[src/rtl/vga_pkg.sv]
// rtl/vga_pkg.sv - shared geometry constants, FSM state encoding and wall-limit helper for the logo motion block
// Contents:
//   POS_W                      position width in bits (10)
//   DEF_DISPLAY_WIDTH/HEIGHT   default visible area (640 x 480)
//   DEF_LOGO_SIZE              default logo edge length (128)
//   state_t / ST_*             motion FSM states: IDLE, MOVE_X, MOVE_Y, COMMIT
//   axis_max()                 farthest legal origin on one axis (display - logo)
package vga_pkg;

    localparam int POS_W              = 10;
    localparam int DEF_DISPLAY_WIDTH  = 640;
    localparam int DEF_DISPLAY_HEIGHT = 480;
    localparam int DEF_LOGO_SIZE      = 128;

    typedef logic [1:0] state_t;

    localparam logic [1:0] ST_IDLE   = 2'd0;
    localparam logic [1:0] ST_MOVE_X = 2'd1;
    localparam logic [1:0] ST_MOVE_Y = 2'd2;
    localparam logic [1:0] ST_COMMIT = 2'd3;

    function automatic logic [POS_W-1:0] axis_max(input int display, input int logo);
        return POS_W'(display - logo);
    endfunction

endpackage

[src/rtl/axis_step.sv]
// rtl/axis_step.sv - one-axis bounce step: next position, next direction and wall hit
// Ports:
//   pos       current position on this axis
//   dir       1 = moving toward max_pos, 0 = moving toward 0
//   max_pos   farthest legal position on this axis
//   step      step size in pixels (1..4)
//   next_pos  clamped position after the step
//   next_dir  direction after the step (flips on a wall hit)
//   hit       1 when the step reached a wall
module axis_step
    import vga_pkg::*;
(
    input  logic [POS_W-1:0] pos,
    input  logic             dir,
    input  logic [POS_W-1:0] max_pos,
    input  logic [2:0]       step,
    output logic [POS_W-1:0] next_pos,
    output logic             next_dir,
    output logic             hit
);

    // One extra bit so the forward sum cannot wrap before it is compared.
    logic [POS_W:0] fwd_sum;

    assign fwd_sum = {1'b0, pos} + (POS_W+1)'(step);

    always_comb begin
        next_pos = pos;
        next_dir = dir;
        hit      = 1'b0;
        if (dir) begin
            if (fwd_sum >= {1'b0, max_pos}) begin
                next_pos = max_pos;
                next_dir = 1'b0;
                hit      = 1'b1;
            end else begin
                next_pos = fwd_sum[POS_W-1:0];
            end
        end else begin
            // Test before subtracting so the result never wraps below zero.
            if (pos <= POS_W'(step)) begin
                next_pos = '0;
                next_dir = 1'b1;
                hit      = 1'b1;
            end else begin
                next_pos = pos - POS_W'(step);
            end
        end
    end

endmodule

[src/rtl/logo_motion_ctrl.sv]
// rtl/logo_motion_ctrl.sv - once-per-frame bouncing logo position controller
// Optional feature macro: MOTION_SPEED_EN (defined: step = speed + 1; undefined: step fixed at 1)
// Ports:
//   clk          single clock, rising edge
//   rst_n        synchronous active-low reset
//   vpos         current scanline; frame edge is vpos returning to 0
//   pause        high freezes motion (sampled in IDLE only)
//   speed        step size minus one
//   logo_left    logo X origin
//   logo_top     logo Y origin
//   dir_x        1 = moving right
//   dir_y        1 = moving down
//   color_index  palette selector, advanced by one per wall hit
//   bounce       one-cycle pulse when a frame update hit any wall
//   busy         high while an update is in flight
module logo_motion_ctrl
    import vga_pkg::*;
#(
    parameter int LOGO_SIZE      = DEF_LOGO_SIZE,
    parameter int DISPLAY_WIDTH  = DEF_DISPLAY_WIDTH,
    parameter int DISPLAY_HEIGHT = DEF_DISPLAY_HEIGHT,
    parameter int START_X        = 200,
    parameter int START_Y        = 200
)
(
    input  logic             clk,
    input  logic             rst_n,
    input  logic [9:0]       vpos,
    input  logic             pause,
    input  logic [1:0]       speed,
    output logic [9:0]       logo_left,
    output logic [9:0]       logo_top,
    output logic             dir_x,
    output logic             dir_y,
    output logic [2:0]       color_index,
    output logic             bounce,
    output logic             busy
);

    localparam logic [POS_W-1:0] MAX_X   = axis_max(DISPLAY_WIDTH, LOGO_SIZE);
    localparam logic [POS_W-1:0] MAX_Y   = axis_max(DISPLAY_HEIGHT, LOGO_SIZE);
    localparam logic [POS_W-1:0] START_L = POS_W'(START_X);
    localparam logic [POS_W-1:0] START_T = POS_W'(START_Y);

    state_t           state;
    logic [POS_W-1:0] prev_vpos;
    logic [POS_W-1:0] shadow_x;
    logic [POS_W-1:0] shadow_y;
    logic             shadow_dir_x;
    logic             shadow_dir_y;
    logic             hit_x;
    logic             hit_y;
    logic             frame_edge;
    logic [2:0]       step;

    logic [POS_W-1:0] ax_pos;
    logic             ax_dir;
    logic [POS_W-1:0] ax_max;
    logic [POS_W-1:0] ax_next_pos;
    logic             ax_next_dir;
    logic             ax_hit;

`ifdef MOTION_SPEED_EN
    assign step = {1'b0, speed} + 3'd1;
`else
    logic unused_speed;
    assign unused_speed = ^speed;
    assign step         = 3'd1;
`endif

    assign frame_edge = (vpos == '0) && (prev_vpos != '0);
    assign busy       = (state != ST_IDLE);

    // The single stepper works on X during MOVE_X and on Y otherwise; its
    // result is only captured in MOVE_X / MOVE_Y.
    always_comb begin
        ax_pos = shadow_y;
        ax_dir = shadow_dir_y;
        ax_max = MAX_Y;
        if (state == ST_MOVE_X) begin
            ax_pos = shadow_x;
            ax_dir = shadow_dir_x;
            ax_max = MAX_X;
        end
    end

    axis_step u_axis_step (
        .pos      (ax_pos),
        .dir      (ax_dir),
        .max_pos  (ax_max),
        .step     (step),
        .next_pos (ax_next_pos),
        .next_dir (ax_next_dir),
        .hit      (ax_hit)
    );

    always_ff @(posedge clk) begin
        if (!rst_n) begin
            state        <= ST_IDLE;
            prev_vpos    <= '0;
            shadow_x     <= START_L;
            shadow_y     <= START_T;
            shadow_dir_x <= 1'b1;
            shadow_dir_y <= 1'b0;
            hit_x        <= 1'b0;
            hit_y        <= 1'b0;
            logo_left    <= START_L;
            logo_top     <= START_T;
            dir_x        <= 1'b1;
            dir_y        <= 1'b0;
            color_index  <= '0;
            bounce       <= 1'b0;
        end else begin
            prev_vpos <= vpos;
            bounce    <= 1'b0;
            case (state)
                ST_IDLE: begin
                    if (frame_edge && !pause) begin
                        state <= ST_MOVE_X;
                    end
                end
                ST_MOVE_X: begin
                    shadow_x     <= ax_next_pos;
                    shadow_dir_x <= ax_next_dir;
                    hit_x        <= ax_hit;
                    state        <= ST_MOVE_Y;
                end
                ST_MOVE_Y: begin
                    shadow_y     <= ax_next_pos;
                    shadow_dir_y <= ax_next_dir;
                    hit_y        <= ax_hit;
                    state        <= ST_COMMIT;
                end
                ST_COMMIT: begin
                    // All visible outputs move together so a reader never sees
                    // X updated without Y.
                    logo_left   <= shadow_x;
                    logo_top    <= shadow_y;
                    dir_x       <= shadow_dir_x;
                    dir_y       <= shadow_dir_y;
                    color_index <= color_index + 3'(hit_x) + 3'(hit_y);
                    bounce      <= hit_x | hit_y;
                    state       <= ST_IDLE;
                end
                default: begin
                    state <= ST_IDLE;
                end
            endcase
        end
    end

endmodule

[config.mk]
export PLATFORM = sky130hd
export DESIGN_NAME = logo_motion_ctrl
export DESIGN_NICKNAME = d
export VERILOG_FILES = /design/src/rtl/vga_pkg.sv /design/src/rtl/axis_step.sv /design/src/rtl/logo_motion_ctrl.sv
export SDC_FILE = /design/constraint.sdc
export NUM_CORES = 1
export LEC_CHECK = 0
export CAP_MARGIN = 20
export CORE_MARGIN = 2
export CORE_UTILIZATION = 35
export CTS_CLUSTER_SIZE = 28
export DETAILED_ROUTE_END_ITERATION = 8
export PLACE_DENSITY = 0.57
export SYNTH_ARGS = -nofsm -noshare
export SYNTH_HDL_FRONTEND = slang
export SYNTH_SLANG_ARGS = --single-unit
[constraint.sdc]
create_clock -name clk -period 3.47 [get_ports clk]
set_input_delay 0.347 -clock clk [delete_from_list [all_inputs] [get_ports clk]]
set_output_delay 0.347 -clock clk [all_outputs]
set_load 0.005 [all_outputs]
==> flow_summary.ini <==
[critical_path]
crit_path_start = state[1]
reg2reg_depth = 14
endpoint = shadow_x[0]
path_max_fanout = 15
rr_endpoint = shadow_x[0]
crit_family = compound AO/OA/AOI/OAI gates
r2r_setup_slack_ps = 200
crit_type = reg -> reg
path_depth = 14
cp.arrival_ps = 3540
cp_common_cell = a21oi_1
cp.required_ps = 3740
worst_path_max_delay_cell = a2111o_1
crit_buf_inv = 2
startpoint_type = flip-flop
reg2reg_from = state[1]
cp_slowest_stage_delay_ps = 460
crit_path_end_kind = flip-flop
worstPathCellList = inv_1 > ha_4 > buf_12 > nand3b_4 > a2111o_1 > nor2_2 > xnor2_1 > ha_1 > a21oi_1 > a2bb2oi_2 > and4_4 > a21oi_1 > or3_1 > a21boi_1

[yosys]
synth.area.top_cells = dfxtp_1 (39%), mux2i_1 (11%), ha_1 (4.3%), nor2b_1 (4.1%), o21ai_0 (3.8%)
synthMuxAreaShare_pct = 13.13
synth_area_leader_cell = dfxtp_1
synth_compound_area_share_pct = 15.73
synthCells = 342
synth_top_area_share_pct = 39.12
synthArstFlopShare_pct = 0
synthXorXnorAreaFrac_pct = 3.036
synth_top_family_by_area = simple AND/OR/NAND/NOR gates
synth-adder-area-share_pct = 4.968
synth-seq-area-share_pct = 39.12
synth_edf_count = 0
synth_ff_type = dfxtp_1
synth_warnings = 0
syn_area_um2 = 3173
syn_area_per_cell_um2 = 9.278
syn_nets = 369
synth_cell_types = 58
synth-simple-area-share_pct = 19.83
yosys_register_bits = 62

[power]
p_sw_uw = 881.4
p_seq_share_pct = 34.9
pwr-share-comb_pct = 38.8
cellPowerDensity_nw_per_um2 = 597.9
p_clk_share_pct = 26.3
peakVddDrop_v = 0.0002111
p_leak_nw = 1.508
intPower_mw = 1.574
swShare_pct = 35.89

[global_routing]
grt.overflow.total = 0
antenna_found_initial = 0
grt_max_degree = 31
grt_pass1_vias = 2557
grt_pass1_wl_mm = 12.67
grt.total_usage_pct = 16.22

[sta]
tightest_slew_ps = 852.9
hold_viol = 0
fin_crit_ps = 3269
maxSlewHeadroom_pct = 43.14
skew_ps = 9.547
period_share_pct = 94.22
whs_ps = 478.1
setup_viol = 0
fmax_ghz = 0.3059
slew_violations = 0

[layout]
multi_input_area_um2 = 1856
n_antenna_cell = 0
layout-drive-gt1-share_pct = 17.73
syn2layout_area_growth_pct = 29.46
layout.nets = 428
nFillCells = 849
ff_latch_area_um2 = 1241
stdcell_area_um2 = 4108

[cts]
cts_made_buffers = 9
path_clk_slew_ps = 70
cts.path.max_buffers = 2
clockRootBuffer = clkbuf_8
ctsHoldBuffers = 0
cts_tree = yes
htree_levels = 3
clk_latency_ps = 340
cts_sinks = 62

[min_path]
hp-class = reg -> reg

[drt]
wl_mm = 7.661
drc = 0
drt_iter0_markers = 151
vias = 2641
drtAntennaViolNets = 0
drt-pass1-iter-count = 4
wl_per_cell_um = 14.90
vias_per_cell = 5.138

[floorplanning]
num_io_pins = 42
dieWidth_um = 99.22
die_h_um = 99.22
initial_utilization_pct = 36.21
core_area_um2 = 8763
rows = 34
dieArea_um2 = 9844

[place]
placed_cell_area_um2 = 3816
gp_congestion = 0.8952
hpwlAfterDp_mm = 5.594
io_buffers = 39

[run]
maxCapViolCount = 0

[outcome]
status = completed
## timing repair
action | CTS | global route
gates cloned | 0 | 1
buffers inserted | 0 | 1
resized for setup | 1 | 12
pin swaps | 0 | 4
endpoints found under the setup margin | 1 | 17
## power groups by stage
stage,registers [mW],logic (mW),clock network (mW)
after floorplan,0.838,0.625,0
final,0.858,0.952,0.645
after CTS,0.851,0.866,0.664
after detailed placement,0.867,0.860,0
after global routing,0.869,1.04,0.697
after global placement,0.864,0.859,0
## layout by cell type (no fill, tap or decap), types with 3 or more instances in the layout
master	netlist	routed
o21ai_0	24	24
mux2i_1	36	34
nor3b_1	4	4
inv_1	9	9
o211a_1	3	3
dfxtp_1	62	62
xor2_1	4	4
clkinvlp_4	0	3
buf_4	0	26
nand2_1	28	28
nor3_1	7	6
nor2b_1	21	21
clkbuf_8	0	10
nand3_1	6	5
nor4_1	3	3
and2_1	11	11
a21oi_1	16	16
ha_1	11	10
nor2_1	15	14
a31oi_1	7	7
mux2_2	5	5
xnor2_1	7	7
clkdlybuf4s50_1	0	39
## synthesized netlist by cell type (2+ instances only)
| cell | n |
|---|---|
| and2_1 | 11 |
| nor2_1 | 15 |
| dfxtp_1 | 62 |
| or4_1 | 2 |
| nor4_1 | 3 |
| a211oi_1 | 3 |
| nor3_1 | 7 |
| o211ai_1 | 2 |
| or3_1 | 2 |
| xor2_1 | 4 |
| o21ai_0 | 24 |
| clkbuf_1 | 14 |
| a31oi_1 | 7 |
| o22ai_1 | 2 |
| buf_6 | 3 |
| a21oi_1 | 16 |
| nand4b_1 | 2 |
| nand3_1 | 6 |
| nor2b_1 | 21 |
| nor3b_1 | 4 |
| inv_1 | 9 |
| ha_1 | 11 |
| a221o_1 | 2 |
| nand2_1 | 28 |
| mux2_2 | 5 |
| mux2i_1 | 36 |
| xnor2_1 | 7 |
| o211a_1 | 3 |
| o21a_1 | 2 |
## worst min path at each step
stage | from | to | slack, ps | cells after the start
2_1_floorplan | hit_y | bounce | 460 | 2
3_3_place_gp | logo_top[7] | logo_top[7] | 460 | 2
3_5_place_dp | dir_x | dir_x | 460 | 2
4_1_cts | dir_x | dir_x | 490 | 2
5_1_grt | dir_x | dir_x | 510 | 2
6_report | dir_x | dir_x | 480 | 2
## state kept, by name, summed over array words and instances, names as in the netlist
signal	cells
bounce	1
color_index	3
dir_x	1
dir_y	1
hit_x	1
hit_y	1
logo_left	10
logo_top	10
prev_vpos	10
shadow_dir_x	1
shadow_dir_y	1
shadow_x	10
shadow_y	10
state	2
## layout make-up
| type | count | area share (%) |
|---|---|---|
| clock buffers | 10 | 3.351 |
| clock inverters | 6 | 1.706 |
| inverters | 10 | 0.9138 |
| multi-input cells | 251 | 45.17 |
| flip-flops and latches | 62 | 30.22 |
| well taps | 108 | 3.290 |
| repair buffers | 67 | 15.35 |
## kinds of logic after synthesis
family / count (synthesis)
AO/OA/AOI/OAI: 75
XOR/XNOR: 11
adder cells (fa/ha/maj): 12
buffers and inverters: 29
flip-flops: 62
multiplexers: 41
AND/OR/NAND/NOR: 112
## per-stage QoR
stage / cells / util [%] / power, mW / setup TNS [ps] / setup WS (ps)
3_3_place_gp: 496 / 43.55 / 1.723 / 0 / 99.88
4_1_cts: 512 / 45.93 / 2.381 / 0 / 42.26
6_report: 514 / 46.87 / 2.456 / 0 / 200.6
2_1_floorplan: 342 / - / 1.463 / 0 / 21.16
5_1_grt: 514 / 46.87 / 2.606 / -23.66 / -12.53
3_5_place_dp: 496 / 43.55 / 1.726 / 0 / 27.74
## metal layers
metal | vias up | share of wire (%) | GRT usage (%)
li1 | 1336 | - | -
met1 | 1232 | 49 | 21.58
met2 | 64 | 45 | 25.42
met3 | 9 | 4.5 | 4.708
met4 | 0 | 1.1 | 5.163
met5 | - | 0 | 0
## worst reg2reg max path, cell delays in order, from the launching register on
cell	delay, ps
dfxtp_1	350
inv_1	110
ha_4	200
buf_12	150
nand3b_4	180
a2111o_1	460
nor2_2	160
xnor2_1	140
ha_1	270
a21oi_1	170
a2bb2oi_2	170
and4_4	290
a21oi_1	110
or3_1	320
a21boi_1	120
No activity file was read; power rests on OpenSTA's default activity.
